[src/rtl/rx_clock_div_align.sv]
// RX word clock divider: divides the recovered bit clock into pclk plus a symbol
// strobe, realigning word phase on commas and tracking symbol lock.
// Optional status outputs (realign_cnt, lock_loss) are built when RX_ALIGN_STATUS_EN is defined.
module rx_clock_div_align #(
  parameter int unsigned WIDTH     = 8,
  parameter int unsigned LOCK_HITS = 3,
  parameter int unsigned LOCK_MISS = 4
) (
  input  logic             clk,
  input  logic             rst,
  input  logic [WIDTH-1:0] div_ratio,
  input  logic             realign_en,
  input  logic             comma_det,
  output logic             pclk,
  output logic             word_strobe,
  output logic             locked
`ifdef RX_ALIGN_STATUS_EN
  ,
  output logic [7:0]       realign_cnt,
  output logic             lock_loss
`endif
);

  localparam logic [0:0] STATE_UNLOCKED = 1'b0;
  localparam logic [0:0] STATE_LOCKED   = 1'b1;
  localparam logic [3:0] HITS = 4'(LOCK_HITS);
  localparam logic [3:0] MISS = 4'(LOCK_MISS);

  logic [0:0]       state, state_next;
  logic [WIDTH-1:0] bit_cnt, cnt_next, step, ratio, half, last;
  logic [3:0]       hit_cnt, hit_next, hit_inc;
  logic [3:0]       miss_cnt, miss_next, miss_inc;
  logic             aligned, misaligned, realign;

  always_comb begin
    ratio      = (div_ratio < WIDTH'(2)) ? WIDTH'(2) : div_ratio;
    half       = ratio >> 1;
    last       = ratio - 1'b1;
    aligned    = comma_det && (bit_cnt == last);
    misaligned = comma_det && !aligned;
    // >= rather than == so a lowered div_ratio wraps immediately
    step       = (bit_cnt >= last) ? '0 : bit_cnt + 1'b1;
    hit_inc    = (hit_cnt == '1) ? hit_cnt : hit_cnt + 1'b1;
    miss_inc   = (miss_cnt == '1) ? miss_cnt : miss_cnt + 1'b1;
    state_next = state;
    hit_next   = hit_cnt;
    miss_next  = miss_cnt;
    realign    = 1'b0;

    case (state)
      STATE_UNLOCKED: begin
        if (aligned) begin
          hit_next = hit_inc;
          if (hit_inc >= HITS) begin
            state_next = STATE_LOCKED;
            miss_next  = '0;
          end
        end else if (misaligned) begin
          if (realign_en) begin
            realign  = 1'b1;
            hit_next = 4'd1;
            if (LOCK_HITS == 1) begin
              state_next = STATE_LOCKED;
              miss_next  = '0;
            end
          end else begin
            hit_next = '0;
          end
        end
      end
      default: begin
        if (aligned) begin
          miss_next = '0;
        end else if (misaligned) begin
          miss_next = miss_inc;
          if (miss_inc >= MISS) begin
            state_next = STATE_UNLOCKED;
            miss_next  = '0;
            hit_next   = '0;
            if (realign_en) begin
              realign  = 1'b1;
              hit_next = 4'd1;
            end
          end
        end
      end
    endcase

    cnt_next = realign ? '0 : step;
  end

  always_ff @(posedge clk or posedge rst) begin
    if (rst) begin
      bit_cnt     <= '0;
      pclk        <= 1'b0;
      word_strobe <= 1'b0;
      locked      <= 1'b0;
      state       <= STATE_UNLOCKED;
      hit_cnt     <= '0;
      miss_cnt    <= '0;
    end else begin
      bit_cnt     <= cnt_next;
      word_strobe <= (cnt_next == '0);
      if (cnt_next == '0)
        pclk <= 1'b1;
      else if (cnt_next == half)
        pclk <= 1'b0;
      locked      <= (state_next == STATE_LOCKED);
      state       <= state_next;
      hit_cnt     <= hit_next;
      miss_cnt    <= miss_next;
    end
  end

`ifdef RX_ALIGN_STATUS_EN
  always_ff @(posedge clk or posedge rst) begin
    if (rst) begin
      realign_cnt <= '0;
      lock_loss   <= 1'b0;
    end else begin
      if (realign && realign_cnt != '1)
        realign_cnt <= realign_cnt + 1'b1;
      lock_loss <= (state == STATE_LOCKED) && (state_next == STATE_UNLOCKED);
    end
  end
`endif

endmodule

[config.mk]
export PLATFORM = sky130hd
export DESIGN_NAME = rx_clock_div_align
export DESIGN_NICKNAME = d
export VERILOG_FILES = /design/src/rtl/rx_clock_div_align.sv
export SDC_FILE = /design/constraint.sdc
export NUM_CORES = 1
export LEC_CHECK = 0
export CORE_ASPECT_RATIO = 0.7
export CORE_MARGIN = 3
export CORE_UTILIZATION = 45
export DETAILED_ROUTE_END_ITERATION = 16
export PLACE_DENSITY_LB_ADDON = 0.08
export SKIP_CTS_REPAIR_TIMING = 1
export SKIP_LAST_GASP = 1
export SLEW_MARGIN = 20
export SYNTH_ARGS = -nofsm -noshare
export SYNTH_HDL_FRONTEND = slang
export SYNTH_SLANG_ARGS = --single-unit
export TNS_END_PERCENT = 10
[constraint.sdc]
create_clock -name clk -period 3.3 [get_ports clk]
set_input_delay 0.66 -clock clk [delete_from_list [all_inputs] [get_ports clk]]
set_output_delay 0.66 -clock clk [all_outputs]
set_load 0.01 [all_outputs]
* Word-level counts from Yosys, hierarchy flattened
Cells that the tools add are included.
Word-level totals: register bits after elaboration 19, bits of input ports 12, output and inout bits 3, logic and storage cells 64
Operators by class: add/subtract/negate cells 4, order comparisons 4, eq/ne operators 7, multiplexer cells 33, reductions and logical operators 10
Operators with widths (number):
- $mux 4 | 14
- $mux 8 | 3
- $mux 1 | 16
- $add 4x1->4 const B | 2
- $add 8x1->8 const B | 1
- $eq 4x4->1 const B | 2
- $eq 8x7->1 | 1
- $eq 8x8->1 | 1
- $ge 8x8->1 | 1
- $logic_not 8->1 | 1
- $lt 8x2->1 const B | 1
- $reduce_bool 2->1 | 4
- $sub 8x1->8 const B | 1
- $ge 4x2->1 const B | 1
- $ge 4x3->1 const B | 1
- $ne 2x1->1 const B | 2
- $reduce_and 4->1 | 1
- $reduce_and 3->1 | 1
- $logic_and 1x1->1 | 2
- $ne 2x2->1 const B | 1
- $logic_not 1->1 | 1

* Longest topological paths before layout
depth after elaboration 14, depth in mapped cells 15, mapped depth without buffers 15

* Least setup slack after synthesis
No wires, ideal clock.
kind input port to flip-flop, from in div_ratio[4], to reg pclk, library setup time 0.126 ns, data arrival time 3.708 ns, required time 3.174 ns, setup slack -0.534 ns, cell stages on the path 15, buffers on the path 0, cells stage by stage or2_2 nor4_1 nand2_1 nand2_1 ha_1 nand2_1 nor3_1 xnor2_1 ha_1 nand4_1 or2_2 o2111ai_1 o311ai_1 a211o_1 o32a_1
On the way: longest elaborated chain between the ends 13, elaborated cells on any way between the ends 19, those cells by class 1 x add/sub; 2 x order compare; 2 x eq/ne; 9 x mux; 5 x reduce/logical
RTL lines:
- from (decl) | RTL line 11 | input logic [WIDTH-1:0] div_ratio,
- $lt 8x2->1 | RTL line 36 | ratio = (div_ratio < WIDTH'(2)) ? WIDTH'(2) : div_ratio;
- $mux 8 (*) | RTL line 36
- $sub 8x1->8 | RTL line 38 | last = ratio - 1'b1;
- $eq 8x8->1 | RTL line 39 | aligned = comma_det && (bit_cnt == last);
- $logic_and 1x1->1 | RTL line 39
- $logic_not 1->1 | RTL line 40 | misaligned = comma_det && !aligned;
- $logic_and 1x1->1 | RTL line 40
- $mux 1, on equally long branches | RTL line 58, 74
- $mux 1, on equally long branches | RTL line 52, 72
- $mux 1 | RTL line 50 | case (state)
- $mux 8 | RTL line 89 | cnt_next = realign ? '0 : step;
- $eq 8x7->1 or $logic_not 8->1 (tied branches) | RTL line 106, 104
- $reduce_bool 2->1 (no source line) or $mux 1 (tied branches)
- to (signal assigned) | RTL line 95 | pclk <= 1'b0;
- to (signal assigned) | RTL line 105 | pclk <= 1'b1;
- to (signal assigned) | RTL line 107 | pclk <= 1'b0;
- to (decl) | RTL line 14 | output logic pclk,
Mark *: on every way between the ends. The rest lies on a longest branch, timed or not. A chain may end at the register's enable or synchronous reset.

* Worst setup path in the final report
from in div_ratio[3], to reg pclk
Same word-level chain as after synthesis.

==> reports/qor.csv <==
metric;value;unit
run_status;complete, but fails checks;
violations;negative setup slack;
initial_core_utilization;48.4;%
io-pin-count;15;
antenna_found_initial;0;
routed_via_density;5.95;
ys_async_sr_fraction;100;%
timing.clock.skew;0.00878;ns
post_synthesis_mean_instance_area;8.55;µm²
synth.largest_area_cell;sky130_fd_sc_hd__dfrtp_1;
p_int;554;µW
most-common-layout-cells;sky130_fd_sc_hd__buf_4 (27), sky130_fd_sc_hd__nor2_1 (22), sky130_fd_sc_hd__dfrtp_1 (19);
groute.usage.overall;21.4;%
yosys-top-cells-area;sky130_fd_sc_hd__dfrtp_1 (30%), sky130_fd_sc_hd__ha_1 (9.5%), sky130_fd_sc_hd__nor2_1 (5.5%), sky130_fd_sc_hd__a21oi_1 (5.4%), sky130_fd_sc_hd__xnor2_1 (4.5%);
holdCritPathClass;reg2reg;
drcViolationCount;0;
final-instance-count-excl-fill;276;
max_cap_viol_count;0;
post_route_cells_drive_above_1_share;28.4;%
cts_made_buffers;3;
peakVddDrop;0.416;mV
clock_path_buffers;2;
post-route-min-period;3.52;ns
critical_path.top_delay_family;simple AND/OR/NAND/NOR gates;
routed_wirelength;4680;µm
core.rowCount;17;
fmax;284;MHz
place.detailed.instances;265;
relative_slew_margins;49.7;%
critPathKind;in2reg;
setup.worst_path.start_class;input pin;
p_sw_share;38.4;%
syn2layout_area_growth;40.5;%
gp_routability_congestion;0.979;
period_share;107;%
die_y;55.5;µm
synth-seq-cells;19;
cts_num_sinks;19;
critPathMaxStageDelay;0.32;ns
die-width;76.7;µm
ant_nets;0;
rsz0062_at_grt;yes;
final_critical_path_setup_slack;-0.221;ns
wl_per_cell;17.0;µm
post_synth_instance_area;1570;µm²
number_of_iterations_in_the_first_detailed_routing_pass;4;
skew_pair_late_insertion_delay;0.25;ns
critPathSlowestCell;sky130_fd_sc_hd__ha_1;
dp_slack;-0.830;ns
synthesis.instances;184;
p_switching;346;µW
cp_data_arrival_time;3.66;ns
synth_enable_flop_cells;0;
cellPowerDensity;407;nW/µm²
via_count;1641;
antenna-diode-count;0;
yosys.area.top_type_share;30.2;%
final_max_slew_viol_count;0;
power.static_leakage;0.000964;µW
root_buffer;sky130_fd_sc_hd__clkbuf_8;
grt_pass1_vias;1512;
crit_fanout;5;
crit_chain;buf_6, or2_4, nor4_4, nand2_1, nand2_2, ha_4, nand2_4, nor3_4, xnor2_1, ha_1, nand4_1, or2_4, o2111ai_4, buf_6, buf_4, a21oi_2, o32ai_2, o32a_1;
hold-worst-slack;0.520;ns
synth_flop_cell;sky130_fd_sc_hd__dfrtp_1;
report.final.hold_viol_count;0;
power_frac_seq;34.9;%
commonest_non_fill_non_tap_cell_in_the_layout;sky130_fd_sc_hd__buf_4;
ys.warnings.count;0;
postSynthNetCount;208;
number_of_h_tree_levels;1;
finalSetupViolations;13;
total_power;900;µW
grt_start_max_net_pins;20;
detailedPlacementHpwl;3520;µm
coreArea;3250;µm²
power_frac_comb;47.7;%
global_route_wire_length_before_repair;7290;µm
cts_tree;built;
grt_total_ovfl;0;
buffer_ports.inserted;14;
share_clk_of_total_power;17.4;%
cp_data_required_time;3.44;ns
worst-path-buf-inv;3;
synth-seq-area-share;30.2;%
worst_setup_hold_path_clk_slew;0.07;ns
drt_iter0_markers;124;
cp_capture_type;register;
netlist-cell-type-count;51;
die_area;4250;µm²
worstMarginPinSlew;0.735;ns
design.final.nets;254;
==> cells by family (layout without fill, tap and decap cells) <==
| family | count (synthesis) | after routing | synth area share (%) |
|---|---|---|---|
| AO/OA/AOI/OAI | 56 | 56 | 25.8 |
| XOR/XNOR | 13 | 13 | 7.23 |
| adder cells (fa/ha/maj) | 12 | 12 | 9.54 |
| buffers and inverters | 8 | 53 | 2.38 |
| flip-flops | 19 | 19 | 30.2 |
| multiplexers | 2 | 2 | 1.27 |
| AND/OR/NAND/NOR | 74 | 74 | 23.6 |
==> cell usage after synthesis, drive strengths merged (5+ instances only) <==
master	n
nor2	23
dfrtp	19
a21oi	17
nand2	14
ha	12
o21ai	8
xnor2	8
nand3	7
inv	6
nand2b	6
nor3	5
xor2	5
==> state kept, by name, summed over array words and instances (netlist names) <==
name	count
bit_cnt	8
hit_cnt	4
miss_cnt	4
pclk	1
state	1
word_strobe	1
==> per-layer routing <==
metal	vias up	wire, µm	GRT usage (%)	part of all wire, %
met3	8	255	3.91	5.4
li1	778	-	-	-
met5	-	0	0	0
met2	54	2080	31.6	44
met4	0	59	4.65	1.3
met1	801	2290	32.1	49
==> final timing paths <==
check	start	endpoint	slack, ns	cells after the start
worst min register to register	pclk	pclk	0.52	1
min in group asynchronous	rst	bit_cnt[5]	0.82	2
worst min-delay path	pclk	pclk	0.52	1
worst max-delay path	div_ratio[3]	pclk	-0.22	18
max in group asynchronous	rst	hit_cnt[0]	2.03	2
worst max register to register	bit_cnt[0]	pclk	0.57	9
==> through the flow <==
stage	instance area [µm²]	util, %	TNS, ns
2_1_floorplan	1630	-	-0.212
3_3_place_gp	1980	60.7	-7.34
3_5_place_dp	1980	60.7	-9.54
4_1_cts	2020	62.1	-4.94
5_1_grt	2210	67.9	-3.47
6_report	2210	67.9	-0.814
==> worst register-to-register path: cells and delay by family, from the launching register on <==
| family | cells | cell delay, ns |
|---|---|---|
| flip-flops | 1 | 0.44 |
| AND/OR/NAND/NOR | 1 | 0.20 |
| adder cells (fa/ha/maj) | 1 | 0.31 |
| buffers and inverters | 2 | 0.26 |
| AO/OA/AOI/OAI | 5 | 1.41 |
==> area by class of cell <==
| class | instances | area [µm²] |
|---|---|---|
| Sequential cell | 19 | 475 |
| Tap cell | 47 | 58.8 |
| Multi-Input combinational cell | 157 | 1230 |
| Inverter | 6 | 22.5 |
| Fill cell | 269 | 1040 |
| Timing Repair Buffer | 43 | 374 |
| Clock buffer | 4 | 45.0 |
==> power by group through the flow <==
stage	clock network, µW	registers [µW]	logic (µW)
6_report	157	314	429
2_1_floorplan	0	310	229
5_1_grt	170	321	470
3_5_place_dp	0	317	364
3_3_place_gp	0	316	355
4_1_cts	161	313	366
(Power assumes the default switching activity.)
